`config.mk`:
```
export PLATFORM = sky130hd
export DESIGN_NAME = vga_timing_gen
export DESIGN_NICKNAME = d
export VERILOG_FILES = /design/src/rtl/vga_timing_pkg.sv /design/src/rtl/vga_axis_counter.sv /design/src/rtl/vga_timing_gen.sv
export SDC_FILE = /design/constraint.sdc
export NUM_CORES = 1
export LEC_CHECK = 0
export BUFFER_PORTS_ARGS = -buffer_cell sky130_fd_sc_hd__buf_2
export CORE_ASPECT_RATIO = 1.2
export CORE_MARGIN = 8
export CORE_UTILIZATION = 40
export DETAILED_ROUTE_END_ITERATION = 6
export MAX_ROUTING_LAYER = met4
export PLACE_DENSITY_LB_ADDON = 0.25
export SETUP_SLACK_MARGIN = 0.3
export SLEW_MARGIN = 20
export SYNTH_ARGS = -nofsm -noshare
export SYNTH_HDL_FRONTEND = slang
export SYNTH_SLANG_ARGS = --single-unit
```
`constraint.sdc`:
```
create_clock -name clk -period 2.09 [get_ports clk]
set_input_delay 0.209 -clock clk [delete_from_list [all_inputs] [get_ports clk]]
set_output_delay 0.209 -clock clk [all_outputs]
set_load 0.03 [all_outputs]
```
`src/rtl/vga_timing_pkg.sv`:
```
// Purpose: shared constants and helpers for the VGA raster timing generator.
//  - Default 640x480@60 mode constants (VGA_*).
//  - Small simulation mode constants (SIM_*): 14-clk lines, 8-line frames.
//  - vga_total(): total period of one axis from its four segment widths.
package vga_timing_pkg;

    // 640x480@60 with a 25.175 MHz pixel clock
    localparam int unsigned VGA_CW       = 10;
    localparam int unsigned VGA_H_ACTIVE = 640;
    localparam int unsigned VGA_H_FRONT  = 16;
    localparam int unsigned VGA_H_SYNC   = 96;
    localparam int unsigned VGA_H_BACK   = 48;
    localparam int unsigned VGA_V_ACTIVE = 480;
    localparam int unsigned VGA_V_FRONT  = 10;
    localparam int unsigned VGA_V_SYNC   = 2;
    localparam int unsigned VGA_V_BACK   = 33;
    localparam logic        VGA_H_POL    = 1'b0;
    localparam logic        VGA_V_POL    = 1'b0;

    // Tiny mode for fast simulation
    localparam int unsigned SIM_H_ACTIVE = 8;
    localparam int unsigned SIM_H_FRONT  = 2;
    localparam int unsigned SIM_H_SYNC   = 3;
    localparam int unsigned SIM_H_BACK   = 1;
    localparam int unsigned SIM_V_ACTIVE = 4;
    localparam int unsigned SIM_V_FRONT  = 1;
    localparam int unsigned SIM_V_SYNC   = 2;
    localparam int unsigned SIM_V_BACK   = 1;
    localparam logic        SIM_H_POL    = 1'b1;
    localparam logic        SIM_V_POL    = 1'b1;

    // Total clocks (or lines) per axis period
    function automatic int unsigned vga_total(input int unsigned active,
                                              input int unsigned front,
                                              input int unsigned sync,
                                              input int unsigned back);
        return active + front + sync + back;
    endfunction

endpackage

```
`src/rtl/vga_axis_counter.sv`:
```
// Purpose: one raster axis counter, counts 0..TOTAL-1 on inc and wraps to 0.
// Ports:
//  clk   in   1   clock
//  rst   in   1   asynchronous active-high reset (count -> 0)
//  inc   in   1   advance the count on this edge
//  cnt   out  CW  current count
//  wrap  out  1   combinational: inc is high and the count is at TOTAL-1
module vga_axis_counter #(
    parameter int unsigned TOTAL = 800,
    parameter int unsigned CW    = 10
) (
    input  logic          clk,
    input  logic          rst,
    input  logic          inc,
    output logic [CW-1:0] cnt,
    output logic          wrap
);

    localparam logic [CW-1:0] LAST = CW'(TOTAL - 1);

    logic [CW-1:0] r_cnt;

    assign wrap = inc && (r_cnt == LAST);
    assign cnt  = r_cnt;

    // Counter register
    always_ff @(posedge clk or posedge rst) begin
        if (rst) begin
            r_cnt <= '0;
        end else if (inc) begin
            r_cnt <= wrap ? '0 : r_cnt + CW'(1);
        end
    end

endmodule

```
`src/rtl/vga_timing_gen.sv`:
```
// Purpose: parametrised VGA raster timing generator. Outputs are registered from
//  the decode of the current h/v counters, so they lag the counters by one clk
//  and stay mutually aligned.
// Optional feature macro: VGA_TIMING_PIX_CE_EN adds a pixel clock enable (pix_ce);
//  without it the counters advance every clk.
// Ports:
//  clk          in   1   pixel clock
//  rst          in   1   asynchronous active-high reset
//  pix_ce       in   1   pixel clock enable (VGA_TIMING_PIX_CE_EN only)
//  hsync        out  1   horizontal sync, active level H_POL
//  vsync        out  1   vertical sync, active level V_POL
//  de           out  1   (x,y) is a visible pixel
//  x            out  CW  horizontal position of the pixel described this cycle
//  y            out  CW  vertical position of that pixel
//  line_start   out  1   one-clk pulse, pixel has x==0
//  frame_start  out  1   one-clk pulse, pixel has x==0 && y==0
module vga_timing_gen
    import vga_timing_pkg::*;
#(
    parameter int unsigned CW       = VGA_CW,
    parameter int unsigned H_ACTIVE = VGA_H_ACTIVE,
    parameter int unsigned H_FRONT  = VGA_H_FRONT,
    parameter int unsigned H_SYNC   = VGA_H_SYNC,
    parameter int unsigned H_BACK   = VGA_H_BACK,
    parameter int unsigned V_ACTIVE = VGA_V_ACTIVE,
    parameter int unsigned V_FRONT  = VGA_V_FRONT,
    parameter int unsigned V_SYNC   = VGA_V_SYNC,
    parameter int unsigned V_BACK   = VGA_V_BACK,
    parameter logic        H_POL    = VGA_H_POL,
    parameter logic        V_POL    = VGA_V_POL
) (
    input  logic          clk,
    input  logic          rst,
`ifdef VGA_TIMING_PIX_CE_EN
    input  logic          pix_ce,
`endif
    output logic          hsync,
    output logic          vsync,
    output logic          de,
    output logic [CW-1:0] x,
    output logic [CW-1:0] y,
    output logic          line_start,
    output logic          frame_start
);

    localparam int unsigned H_TOTAL = vga_total(H_ACTIVE, H_FRONT, H_SYNC, H_BACK);
    localparam int unsigned V_TOTAL = vga_total(V_ACTIVE, V_FRONT, V_SYNC, V_BACK);

    // Segment boundaries; all lie below the axis total, so they fit in CW bits
    localparam logic [CW-1:0] H_ACT_END = CW'(H_ACTIVE);
    localparam logic [CW-1:0] H_SYN_BEG = CW'(H_ACTIVE + H_FRONT);
    localparam logic [CW-1:0] H_SYN_END = CW'(H_ACTIVE + H_FRONT + H_SYNC);
    localparam logic [CW-1:0] V_ACT_END = CW'(V_ACTIVE);
    localparam logic [CW-1:0] V_SYN_BEG = CW'(V_ACTIVE + V_FRONT);
    localparam logic [CW-1:0] V_SYN_END = CW'(V_ACTIVE + V_FRONT + V_SYNC);

    // Reject modes with an empty segment or a period the counters cannot hold
    generate
        if (H_ACTIVE == 0 || H_FRONT == 0 || H_SYNC == 0 || H_BACK == 0 ||
            V_ACTIVE == 0 || V_FRONT == 0 || V_SYNC == 0 || V_BACK == 0) begin : g_err_zero
            $error("vga_timing_gen: every porch/sync/active width must be non-zero");
        end
        if (CW == 0 || CW > 30 ||
            H_TOTAL > (32'd1 << CW) || V_TOTAL > (32'd1 << CW)) begin : g_err_width
            $error("vga_timing_gen: H_TOTAL/V_TOTAL exceed the 2**CW counter range");
        end
    endgenerate

    logic          w_ce;
    logic [CW-1:0] w_h_cnt;
    logic [CW-1:0] w_v_cnt;
    logic          w_h_wrap;
    logic          w_unused_v_wrap;
    logic          w_de;
    logic          w_hs_act;
    logic          w_vs_act;
    logic          w_line;
    logic          w_frame;

    logic          r_hsync;
    logic          r_vsync;
    logic          r_de;
    logic [CW-1:0] r_x;
    logic [CW-1:0] r_y;
    logic          r_line_start;
    logic          r_frame_start;

`ifdef VGA_TIMING_PIX_CE_EN
    assign w_ce = pix_ce;
`else
    assign w_ce = 1'b1;
`endif

    vga_axis_counter #(
        .TOTAL (H_TOTAL),
        .CW    (CW)
    ) u_h_cnt (
        .clk  (clk),
        .rst  (rst),
        .inc  (w_ce),
        .cnt  (w_h_cnt),
        .wrap (w_h_wrap)
    );

    // Line counter steps once per completed line
    vga_axis_counter #(
        .TOTAL (V_TOTAL),
        .CW    (CW)
    ) u_v_cnt (
        .clk  (clk),
        .rst  (rst),
        .inc  (w_h_wrap),
        .cnt  (w_v_cnt),
        .wrap (w_unused_v_wrap)
    );

    // Position decode of the current counters
    always_comb begin
        w_de     = (w_h_cnt < H_ACT_END) && (w_v_cnt < V_ACT_END);
        w_hs_act = (w_h_cnt >= H_SYN_BEG) && (w_h_cnt < H_SYN_END);
        w_vs_act = (w_v_cnt >= V_SYN_BEG) && (w_v_cnt < V_SYN_END);
        w_line   = (w_h_cnt == '0);
        w_frame  = w_line && (w_v_cnt == '0);
    end

    // Output registers; strobes last one clk even when the pixel rate is divided
    always_ff @(posedge clk or posedge rst) begin
        if (rst) begin
            r_hsync       <= ~H_POL;
            r_vsync       <= ~V_POL;
            r_de          <= 1'b0;
            r_x           <= '0;
            r_y           <= '0;
            r_line_start  <= 1'b0;
            r_frame_start <= 1'b0;
        end else begin
            r_line_start  <= w_ce && w_line;
            r_frame_start <= w_ce && w_frame;
            if (w_ce) begin
                r_hsync <= w_hs_act ? H_POL : ~H_POL;
                r_vsync <= w_vs_act ? V_POL : ~V_POL;
                r_de    <= w_de;
                r_x     <= w_h_cnt;
                r_y     <= w_v_cnt;
            end
        end
    end

    assign hsync       = r_hsync;
    assign vsync       = r_vsync;
    assign de          = r_de;
    assign x           = r_x;
    assign y           = r_y;
    assign line_start  = r_line_start;
    assign frame_start = r_frame_start;

endmodule

```
==> results of run 1 <==
-- worst min path at each step --
stage | startpoint | end | cells past startpoint
global route | rst | frame_start | 3
finish | rst | u_h_cnt.cnt[3] | 3
CTS | rst | u_h_cnt.cnt[4] | 3
detailed placement | rst | y[9] | 3
global placement | rst | de | 3
floorplan | u_h_cnt.cnt[5] | x[5] | 0
-- placed cells by master, fill, tap and decap left out, drive strengths merged, types with 2 or more instances in the layout --
master  netlist  layout
buf           2      35
dfstp         2       2
or4           2       2
and2          2       2
nor4          3       3
nand2         6       6
nor2         10      10
inv           8       8
clkbuf        0       7
ha            4       4
xor2          4       4
or3           3       3
a21oi         3       3
o21ai         7       7
xnor2         6       6
dfrtp        43      43
nand3        13      13
nand4         7       7
and3          2       2
and4          2       2
-- cell type report --
cell class	count	area [um2]	share of cell area (%)
inverter	8	30.03	1.423
multi-input combinational	85	593.1	28.11
tap	56	70.07	3.321
clock inverter	1	5.005	0.2372
clock buffer	7	76.32	3.618
timing repair buffer	35	201.4	9.549
sequential	45	1134	53.74
-- per-layer routing --
layer,vias up,share of wire [%]
li1,568,-
met1,566,46
met2,26,48
met3,6,4.5
met4,0,2.2
met5,-,0
-- kinds of logic (layout without fill, tap and decap cells) --
| kind of cell | after synthesis | in the layout | synth area share (%) |
|---|---|---|---|
| simple gates | 58 | 58 | 20.77 |
| flops | 45 | 45 | 64.15 |
| compound gates | 13 | 13 | 4.196 |
| xor+xnor | 10 | 10 | 5.405 |
| buf+inv | 10 | 51 | 2.631 |
| fa+ha+maj | 4 | 4 | 2.845 |
-- power groups by stage --
stage	clock network (mW)	logic (mW)	registers, mW
finish	0.500	0.0179	0.870
global route	0.567	0.0219	0.870
CTS	0.522	0.0194	0.870
detailed placement	0	0.0195	0.887
global placement	0	0.0186	0.887
floorplan	0	0.0127	0.887
-- critical path, cell delays in order, from the launching register on --
cell                      delay (ns)
sky130_fd_sc_hd__dfrtp_2        0.43
sky130_fd_sc_hd__nor4b_4        0.37
sky130_fd_sc_hd__nand4_4        0.17
sky130_fd_sc_hd__or4_4          0.55
sky130_fd_sc_hd__xnor2_2        0.14
-- flip-flops by register name (all words and copies together), names as in the netlist --
name and flops:
de 1, frame_start 1, hsync 1, line_start 1, u_h_cnt.cnt 10, u_v_cnt.cnt 10
vsync 1, x 10, y 10
-- timing repair --
action | CTS | global route
resized for setup | 3 | 4
pin swaps | 2 | 0
cloned | 0 | 0
setup buffers | 6 | 2
endpoints found under the setup margin | 4 | 4
==> flow_metrics.tcl, run 1 <==
set metrics [dict create \
    run_status "complete, no violations" \
    synth.net_count 146 \
    num-fill-cells 394 \
    final_period_minus_worst_setup_slack_ns 1.784 \
    part_of_the_power_in_combinational_logic_pct 1.3 \
    fin_nets 186 \
    count_of_flip_flops_with_a_built_in_enable_after_synthesis 0 \
    syn-mean-instance-area_um2 12.57 \
    cts_buffers 5 \
    core_region_area_um2 4262 \
    largest_net_degree_at_the_start_of_global_routing 46 \
    ioPinCount 27 \
    setup.worst_path.start "u_h_cnt.cnt[5]" \
    cts_hold_buf 0 \
    worstSetupPathType "reg -> reg" \
    report.final.hold_viol_count 0 \
    gp_routability_congestion 0.8547 \
    grt.met2_usage_pct 17.39 \
    synthMostInstantiatedCell "sky130_fd_sc_hd__dfrtp_1" \
    fp.dieH_um 88.65 \
    fmax_ghz 0.5605 \
    arrival_ns 1.96 \
    grt_busiest_layer "met2" \
    cellLeakagePower_nw 1.050 \
    max-slew-margin-rel_pct 64.08 \
    reg2reg_setup_slack_ns 0.31 \
    cts.reportedPaths.clkPinSlew_ns 0.08 \
    worst_r2r_path_depth 4 \
    cts.sink_count 45 \
    row_count 26 \
    tritoncts "built" \
    clk_path_buf_depth 2 \
    seq_area_frac_synth_pct 64.15 \
    yosys.cell_types.count 38 \
    drt_wl_total_um 3311 \
    crit_path_start_kind "flip-flop" \
    netlist_top_cells_area "sky130_fd_sc_hd__dfrtp_1, sky130_fd_sc_hd__nand3_1, sky130_fd_sc_hd__dfstp_2" \
    hp-class "in -> async" \
    layout.core_utilization_pct 49.50 \
    placement.io_buffers 26 \
    detail_route.vias_per_cell 4.920 \
    antenna_violating_nets_post_route 0 \
    fp.dieW_um 76.54 \
    power_switching_mw 0.2814 \
    synth_commonest_cells "sky130_fd_sc_hd__dfrtp_1, sky130_fd_sc_hd__nand3_1, sky130_fd_sc_hd__nor2_1, sky130_fd_sc_hd__inv_1, sky130_fd_sc_hd__o21ai_0" \
    diodes 0 \
    internal-power_mw 1.107 \
    h_tree_level_count 2 \
    grt_pass1_vias 1184 \
    synthArstFlopShare_pct 100.0 \
    area.growth.synth_to_final_pct 19.91 \
    root_buffer "sky130_fd_sc_hd__clkbuf_8" \
    critical_path.reg2reg.endpoint "u_v_cnt.cnt[6]" \
    postSynth.topFlopCell "sky130_fd_sc_hd__dfrtp_1" \
    total_power_mw 1.388 \
    clock_power_share_pct 36.0 \
    grt_first_pass_wirelength_um 5733 \
    worstSetupEndpoint "u_v_cnt.cnt[6]" \
    cap_violations 0 \
    cells_after_synth 140 \
    yosysTopAreaCellShare_pct 61.17 \
    detailedRoute.firstIterationViolations 54 \
    num_vias 1166 \
    start_util_pct 41.28 \
    final_area_um2 2110 \
    synthesis_stage_register_bit_count 45 \
    power_frac_seq_pct 62.7 \
    power.ir.vdd_worst_uv 336.5 \
    dpl-instance-area_um2 1951 \
    yosys_warnings 0 \
    worst-endpoint-required_ns 2.26 \
    timing.critical_path.to_type "flip-flop" \
    yosysTopAreaCell "sky130_fd_sc_hd__dfrtp_1" \
    dieArea_um2 6785 \
    clock_latency_ns 0.29 \
    groute.layer.met3.usage_pct 3.659 \
    place_inst 221 \
    timing.critical_path.fanout_max 5 \
    final-max-slew-violation-count 0 \
    synth_area_um2 1759 \
    drt_pre_antenna_iters 4 \
    drive_gt1_share_pct 32.04 \
    count_of_endpoints_failing_setup_in_the_final_report 0 \
    detailed_place_hpwl_um 2204 \
    number_of_drc_violations_after_detailed_routing 0 \
    grt_setup_unrepaired "true" \
    post-route-period-util_pct 85.36 \
    share_of_total_power_consumed_by_net_switching_pct 20.28 \
    grt_use_met1_pct 11.80 \
    preCtsSetupSlack_ns 0.1767 \
    power_per_cell_area_nw_per_um2 658.0 \
    remaining_global_route_overflow 0 \
    setup_tns_ns 0 \
    antenna_found_initial 0 \
    post_layout_nonfiller_instances 237 \
    final.setup_skew_ns 0.007098 \
    post-route-worst-setup-slack_ns 0.3059 \
    global_route.usage.total_pct 11.04 \
    worst_hold_slack_after_final_layout_ns 0.05111 \
    max_slew.worst_pin.slew_ns 0.5388 \
    wl_per_cell_um 13.97 \
    worstReg2RegStart "u_h_cnt.cnt[5]" \
]
No activity file was read; power rests on OpenSTA's default activity.
==> run 2, diff against run 1 <==
--- a/config.mk
+++ b/config.mk
@@ -6,6 +6,8 @@
 export NUM_CORES = 1
 export LEC_CHECK = 0
 export BUFFER_PORTS_ARGS = -buffer_cell sky130_fd_sc_hd__buf_2
+export CELL_PAD_IN_SITES_DETAIL_PLACEMENT = 1
+export CELL_PAD_IN_SITES_GLOBAL_PLACEMENT = 1
 export CORE_ASPECT_RATIO = 1.2
 export CORE_MARGIN = 8
 export CORE_UTILIZATION = 40
==> run 2 against run 1 <==
Hold slack hardly changed. Cell area rose by 0.42%. Clock power rose by 4%. Largest power group unchanged. Clock skew shrank 0.0021 ns. Sequential share of layout area decreased by 0.28 points. Register-to-register slack got worse by 0.05 ns. Wire length grew 10%. Combinational power about the same. Critical path depth did not move.
==> flow_metrics.tcl, run 2 (synthesis gave the netlist of run 1 again) <==
set metrics [dict create \
    run_status "complete, no violations" \
    crit_path_start_kind "flip-flop" \
    reg2reg_setup_slack_ns 0.26 \
    start_util_pct 41.28 \
    grt_setup_unrepaired "true" \
    core_region_area_um2 4262 \
    fmax_ghz 0.5464 \
    ioPinCount 27 \
    post_layout_nonfiller_instances 237 \
    fin_nets 186 \
    worst_r2r_path_depth 4 \
    setup_tns_ns 0 \
    clk_path_buf_depth 2 \
    root_buffer "sky130_fd_sc_hd__clkbuf_8" \
    critical_path.reg2reg.endpoint "u_v_cnt.cnt[9]" \
    cellLeakagePower_nw 1.037 \
    drt_wl_total_um 3655 \
    max-slew-margin-rel_pct 64.08 \
    critPathSlowestCell "sky130_fd_sc_hd__or4b_1" \
    area.growth.synth_to_final_pct 20.41 \
    detail_route.vias_per_cell 5.110 \
    final.setup_skew_ns 0.005004 \
    layout.cells.most_common "sky130_fd_sc_hd__dfrtp_1" \
    post-route-period-util_pct 87.56 \
    critical_path_buf_inv_count 0 \
    worstSetupPathType "reg -> reg" \
    most_used_cells_in_the_layout_excluding_fill_and_tap_cells "sky130_fd_sc_hd__dfrtp_1, sky130_fd_sc_hd__buf_2, sky130_fd_sc_hd__nand3_1, sky130_fd_sc_hd__nor2_1, sky130_fd_sc_hd__buf_4" \
    count_of_endpoints_failing_setup_in_the_final_report 0 \
    place_inst 222 \
    diodes 0 \
    cp_cell_sequence "nor4b_4 > nand4_4 > or4b_1 > a21oi_2" \
    critical_path_depth 4 \
    final_period_minus_worst_setup_slack_ns 1.830 \
    max_slew.worst_pin.slew_ns 0.5388 \
    num_vias 1211 \
    worst_path_largest_cell_delay_ns 0.58 \
    hp-class "in -> async" \
    timing.critical_path.fanout_max 6 \
    cts_buffers 5 \
    report.final.hold_viol_count 0 \
    antenna_found_initial 0 \
    num-fill-cells 462 \
    tritoncts "built" \
    total_power_mw 1.407 \
    arrival_ns 2.06 \
    fp.dieH_um 88.65 \
    power.ir.vdd_worst_uv 391.5 \
    drt_pre_antenna_iters 2 \
    power_per_cell_area_nw_per_um2 664.3 \
    detailed_place_hpwl_um 2470 \
    h_tree_level_count 2 \
    wl_per_cell_um 15.42 \
    number_of_drc_violations_after_detailed_routing 0 \
    row_count 26 \
    worst_path_dominant_cell_family "simple AND/OR/NAND/NOR gates" \
    cts.reportedPaths.clkPinSlew_ns 0.08 \
    global_route.usage.total_pct 12.19 \
    final-max-slew-violation-count 0 \
    worstReg2RegStart "u_h_cnt.cnt[7]" \
    fp.dieW_um 76.54 \
    worst-endpoint-required_ns 2.32 \
    cap_violations 0 \
    gp_routability_congestion 0.7652 \
    grt_pass1_vias 1252 \
    drive_gt1_share_pct 33.15 \
    cts.sink_count 45 \
    antenna_violating_nets_post_route 0 \
    largest_net_degree_at_the_start_of_global_routing 46 \
    clock_latency_ns 0.30 \
    timing.critical_path.to_type "flip-flop" \
    remaining_global_route_overflow 0 \
    detailedRoute.firstIterationViolations 58 \
    dieArea_um2 6785 \
    grt_first_pass_wirelength_um 6389 \
    placement.io_buffers 26 \
]
run 2: cell types whose count changed in the layout (fill, tap and decap cells not counted), sizes merged:
cell | before | now
clkinvlp | 0 | 1
clkinv | 1 | 0
run 2: final cells by class:
class | count | area, um2 | share of cell area (%)
inverters | 8 | 30.03 | 1.418
multi-input cells | 85 | 604.3 | 28.53
clock buffers | 7 | 76.32 | 3.603
clock inverters | 1 | 7.507 | 0.3544
flip-flops and latches | 45 | 1132 | 53.46
well taps | 56 | 70.07 | 3.308
repair buffers | 35 | 197.7 | 9.333
run 2: per-layer routing:
layer  up-vias  wire (um)  GRT usage, %  share of wire, %
li1        569          -             -                 -
met1       610       1592         13.83                44
met2        24       1788         19.27                49
met3         8        193         3.659               5.3
met4         0         80         6.305               2.2
met5         -          0             -                 0
run 2: worst register-to-register path, stage by stage (launching register included):
cell and delay, ns:
sky130_fd_sc_hd__dfrtp_2 0.46, sky130_fd_sc_hd__nor4b_4 0.38, sky130_fd_sc_hd__nand4_4 0.16, sky130_fd_sc_hd__or4b_1 0.58
sky130_fd_sc_hd__a21oi_2 0.17
run 2: power breakdown:
part / switching [mW] / internal [mW]
clock network: 0.283 / 0.237
logic: 0.0160 / 0.00203
registers: 0 / 0.870
total: 0.299 / 1.11
run 2: worst max path at each step:
| stage | from | endpoint | slack, ns |
|---|---|---|---|
| global route | u_h_cnt.cnt[7] | u_v_cnt.cnt[9] | 0.20 |
| global placement | u_h_cnt.cnt[7] | u_v_cnt.cnt[6] | 0.23 |
| finish | u_h_cnt.cnt[7] | u_v_cnt.cnt[9] | 0.26 |
| floorplan | u_h_cnt.cnt[0] | u_v_cnt.cnt[6] | 0.32 |
| CTS | u_h_cnt.cnt[5] | u_v_cnt.cnt[6] | 0.31 |
| detailed placement | u_h_cnt.cnt[0] | u_v_cnt.cnt[6] | 0.16 |
run 2: through the flow:
| stage | utilization [%] | hold slack (ns) | area, um2 | setup WS [ns] |
|---|---|---|---|---|
| 2_1_floorplan | - | 0.3745 | 1759 | 0.3153 |
| 3_3_place_gp | 45.95 | 0.3731 | 1958 | 0.2276 |
| 3_5_place_dp | 45.95 | 0.4003 | 1958 | 0.1577 |
| 4_1_cts | 49.12 | 0.07076 | 2093 | 0.3118 |
| 5_1_grt | 49.71 | 0.1333 | 2118 | 0.1982 |
| 6_report | 49.71 | 0.05143 | 2118 | 0.2600 |
run 2: what timing repair did:
item | CTS | global route
resized for setup | 4 | 3
setup endpoints to repair | 5 | 9
buffers inserted | 6 | 1
hold buffers | 0 | 0
pin swaps | 2 | 3
==> run 3, diff against run 2 <==
--- a/config.mk
+++ b/config.mk
@@ -5,13 +5,13 @@
 export SDC_FILE = /design/constraint.sdc
 export NUM_CORES = 1
 export LEC_CHECK = 0
-export BUFFER_PORTS_ARGS = -buffer_cell sky130_fd_sc_hd__buf_2
 export CELL_PAD_IN_SITES_DETAIL_PLACEMENT = 1
 export CELL_PAD_IN_SITES_GLOBAL_PLACEMENT = 1
 export CORE_ASPECT_RATIO = 1.2
 export CORE_MARGIN = 8
 export CORE_UTILIZATION = 40
 export DETAILED_ROUTE_END_ITERATION = 6
+export DONT_BUFFER_PORTS = 1
 export MAX_ROUTING_LAYER = met4
 export PLACE_DENSITY_LB_ADDON = 0.25
 export SETUP_SLACK_MARGIN = 0.3
==> run 3 against run 2 <==
Clock skew rose by 0.00057 ns. Combinational power rose by 13%. Fmax rose by 2.8%. Die area did not move. Global-route usage barely moved. Critical path type unchanged. Critical endpoint is now u_v_cnt.cnt[6]. Largest power group unchanged.
==> flow_metrics.tcl, run 3 (synthesis gave the netlist of run 1 again) <==
set metrics [dict create \
    post-route-period-util_pct 85.18 \
    max_slew.worst_pin.slew_ns 0.5661 \
    tritoncts "built" \
    crit_path_start_kind "flip-flop" \
    power_per_cell_area_nw_per_um2 804.7 \
    final-max-slew-violation-count 0 \
    run_status "complete, no violations" \
    dieArea_um2 6785 \
    h_tree_level_count 2 \
    timing.critical_path.fanout_max 5 \
    worst_hold_slack_after_final_layout_ns 0.3368 \
    cts.sink_count 45 \
    largest_net_degree_at_the_start_of_global_routing 19 \
    cellLeakagePower_nw 0.9546 \
    final_area_um2 2057 \
    grt_first_pass_wirelength_um 6244 \
    report.final.hold_viol_count 0 \
    antenna_found_initial 0 \
    multi_input_area_um2 594.3 \
    final_period_minus_worst_setup_slack_ns 1.780 \
    drive_gt1_share_pct 22.78 \
    start_util_pct 41.28 \
    detailed_place_hpwl_um 2517 \
    timing.critical_path.to_type "flip-flop" \
    num-fill-cells 457 \
    fmax_ghz 0.5617 \
    cts_buffers 5 \
    clk_path_buf_depth 2 \
    total_power_mw 1.655 \
    worstSetupPathType "reg -> reg" \
    fp.dieH_um 88.65 \
    remaining_global_route_overflow 0 \
    fin_nets 163 \
    clock_latency_ns 0.30 \
    placement.io_buffers 0 \
    fp.dieW_um 76.54 \
    gp_routability_congestion 0.8228 \
    max-slew-margin-rel_pct 62.03 \
    critical_path_buf_inv_count 0 \
    worst-endpoint-required_ns 2.28 \
    core_region_area_um2 4262 \
    drt_wl_total_um 3708 \
    detailedRoute.firstIterationViolations 62 \
    area.growth.synth_to_final_pct 16.93 \
    cp_cell_sequence "nor4b_4 > nand4_4 > or4_4 > xnor2_2" \
    drt_pre_antenna_iters 4 \
    number_of_drc_violations_after_detailed_routing 0 \
    critPathSlowestCell "sky130_fd_sc_hd__or4_4" \
    dpl-instance-area_um2 1843 \
    root_buffer "sky130_fd_sc_hd__clkbuf_8" \
    layout.cells.most_common "sky130_fd_sc_hd__dfrtp_1" \
    cts.reportedPaths.clkPinSlew_ns 0.08 \
    num_vias 1118 \
    count_of_endpoints_failing_setup_in_the_final_report 0 \
    antenna_violating_nets_post_route 0 \
    worst_path_dominant_cell_family "simple AND/OR/NAND/NOR gates" \
    most_used_cells_in_the_layout_excluding_fill_and_tap_cells "sky130_fd_sc_hd__dfrtp_1, sky130_fd_sc_hd__nand3_1, sky130_fd_sc_hd__nor2_1, sky130_fd_sc_hd__buf_4" \
    post-route-worst-setup-slack_ns 0.3096 \
    row_count 26 \
    global_route.usage.total_pct 12.17 \
    power.ir.vdd_worst_uv 411.5 \
    cap_violations 0 \
    grt_setup_unrepaired "true" \
    final.setup_skew_ns 0.005577 \
    ioPinCount 27 \
    area.sequential_um2 1132 \
    preCtsSetupSlack_ns 0.2409 \
    worst_path_largest_cell_delay_ns 0.55 \
    arrival_ns 1.97 \
    grt_pass1_vias 1238 \
    diodes 0 \
    wl_per_cell_um 17.33 \
    detail_route.vias_per_cell 5.224 \
    setup_tns_ns 0 \
    hp-class "in -> async" \
]
[run 3: final cells by class]
class | count | share of cell area [%]
clock inverters | 3 | 3.163
flip-flops and latches | 45 | 55.05
repair buffers | 12 | 4.684
multi-input cells | 85 | 28.89
clock buffers | 5 | 3.346
well taps | 56 | 3.406
inverters | 8 | 1.460
[run 3: what timing repair did]
action	CTS	global route
gates resized for setup	3	3
hold buffers	1	0
pin swaps	1	2
setup endpoints to repair	5	9
setup buffers	4	3
hold endpoints to repair	15	0
[run 3: worst paths after layout]
check                           cells after the start            from        endpoint  slack (ns)
worst max-delay path                                4  u_h_cnt.cnt[7]  u_v_cnt.cnt[6]        0.31
worst min-delay path                                2             rst            y[6]        0.34
worst max register to register                      4  u_h_cnt.cnt[7]  u_v_cnt.cnt[6]        0.31
worst min register to register                      0  u_v_cnt.cnt[0]            y[0]        0.47
max in group asynchronous                           3             rst           vsync        1.12
min in group clk                                    0  u_v_cnt.cnt[0]            y[0]        0.47
[run 3: power by group]
group | switching, mW | internal [mW] | leakage [nW]
logic | 0.0165 | 0.00384 | 0.298
registers | 0 | 0.870 | 0.589
clock network | 0.290 | 0.475 | 0.0681
[run 3: routing by layer]
layer | vias up | GRT usage, % | part of all wire, %
met4 | 0 | 6.305 | 1.9
li1 | 520 | - | -
met3 | 6 | 3.862 | 5.3
met5 | - | - | 0
met2 | 23 | 19.89 | 50
met1 | 569 | 13.18 | 43
[run 3: per-stage QoR]
| step | instances | util [%] |
|---|---|---|
| after floorplan | 140 | - |
| after global placement | 198 | 43.25 |
| after detailed placement | 198 | 43.25 |
| after CTS | 211 | 47.59 |
| after global routing | 214 | 48.27 |
| final | 214 | 48.27 |
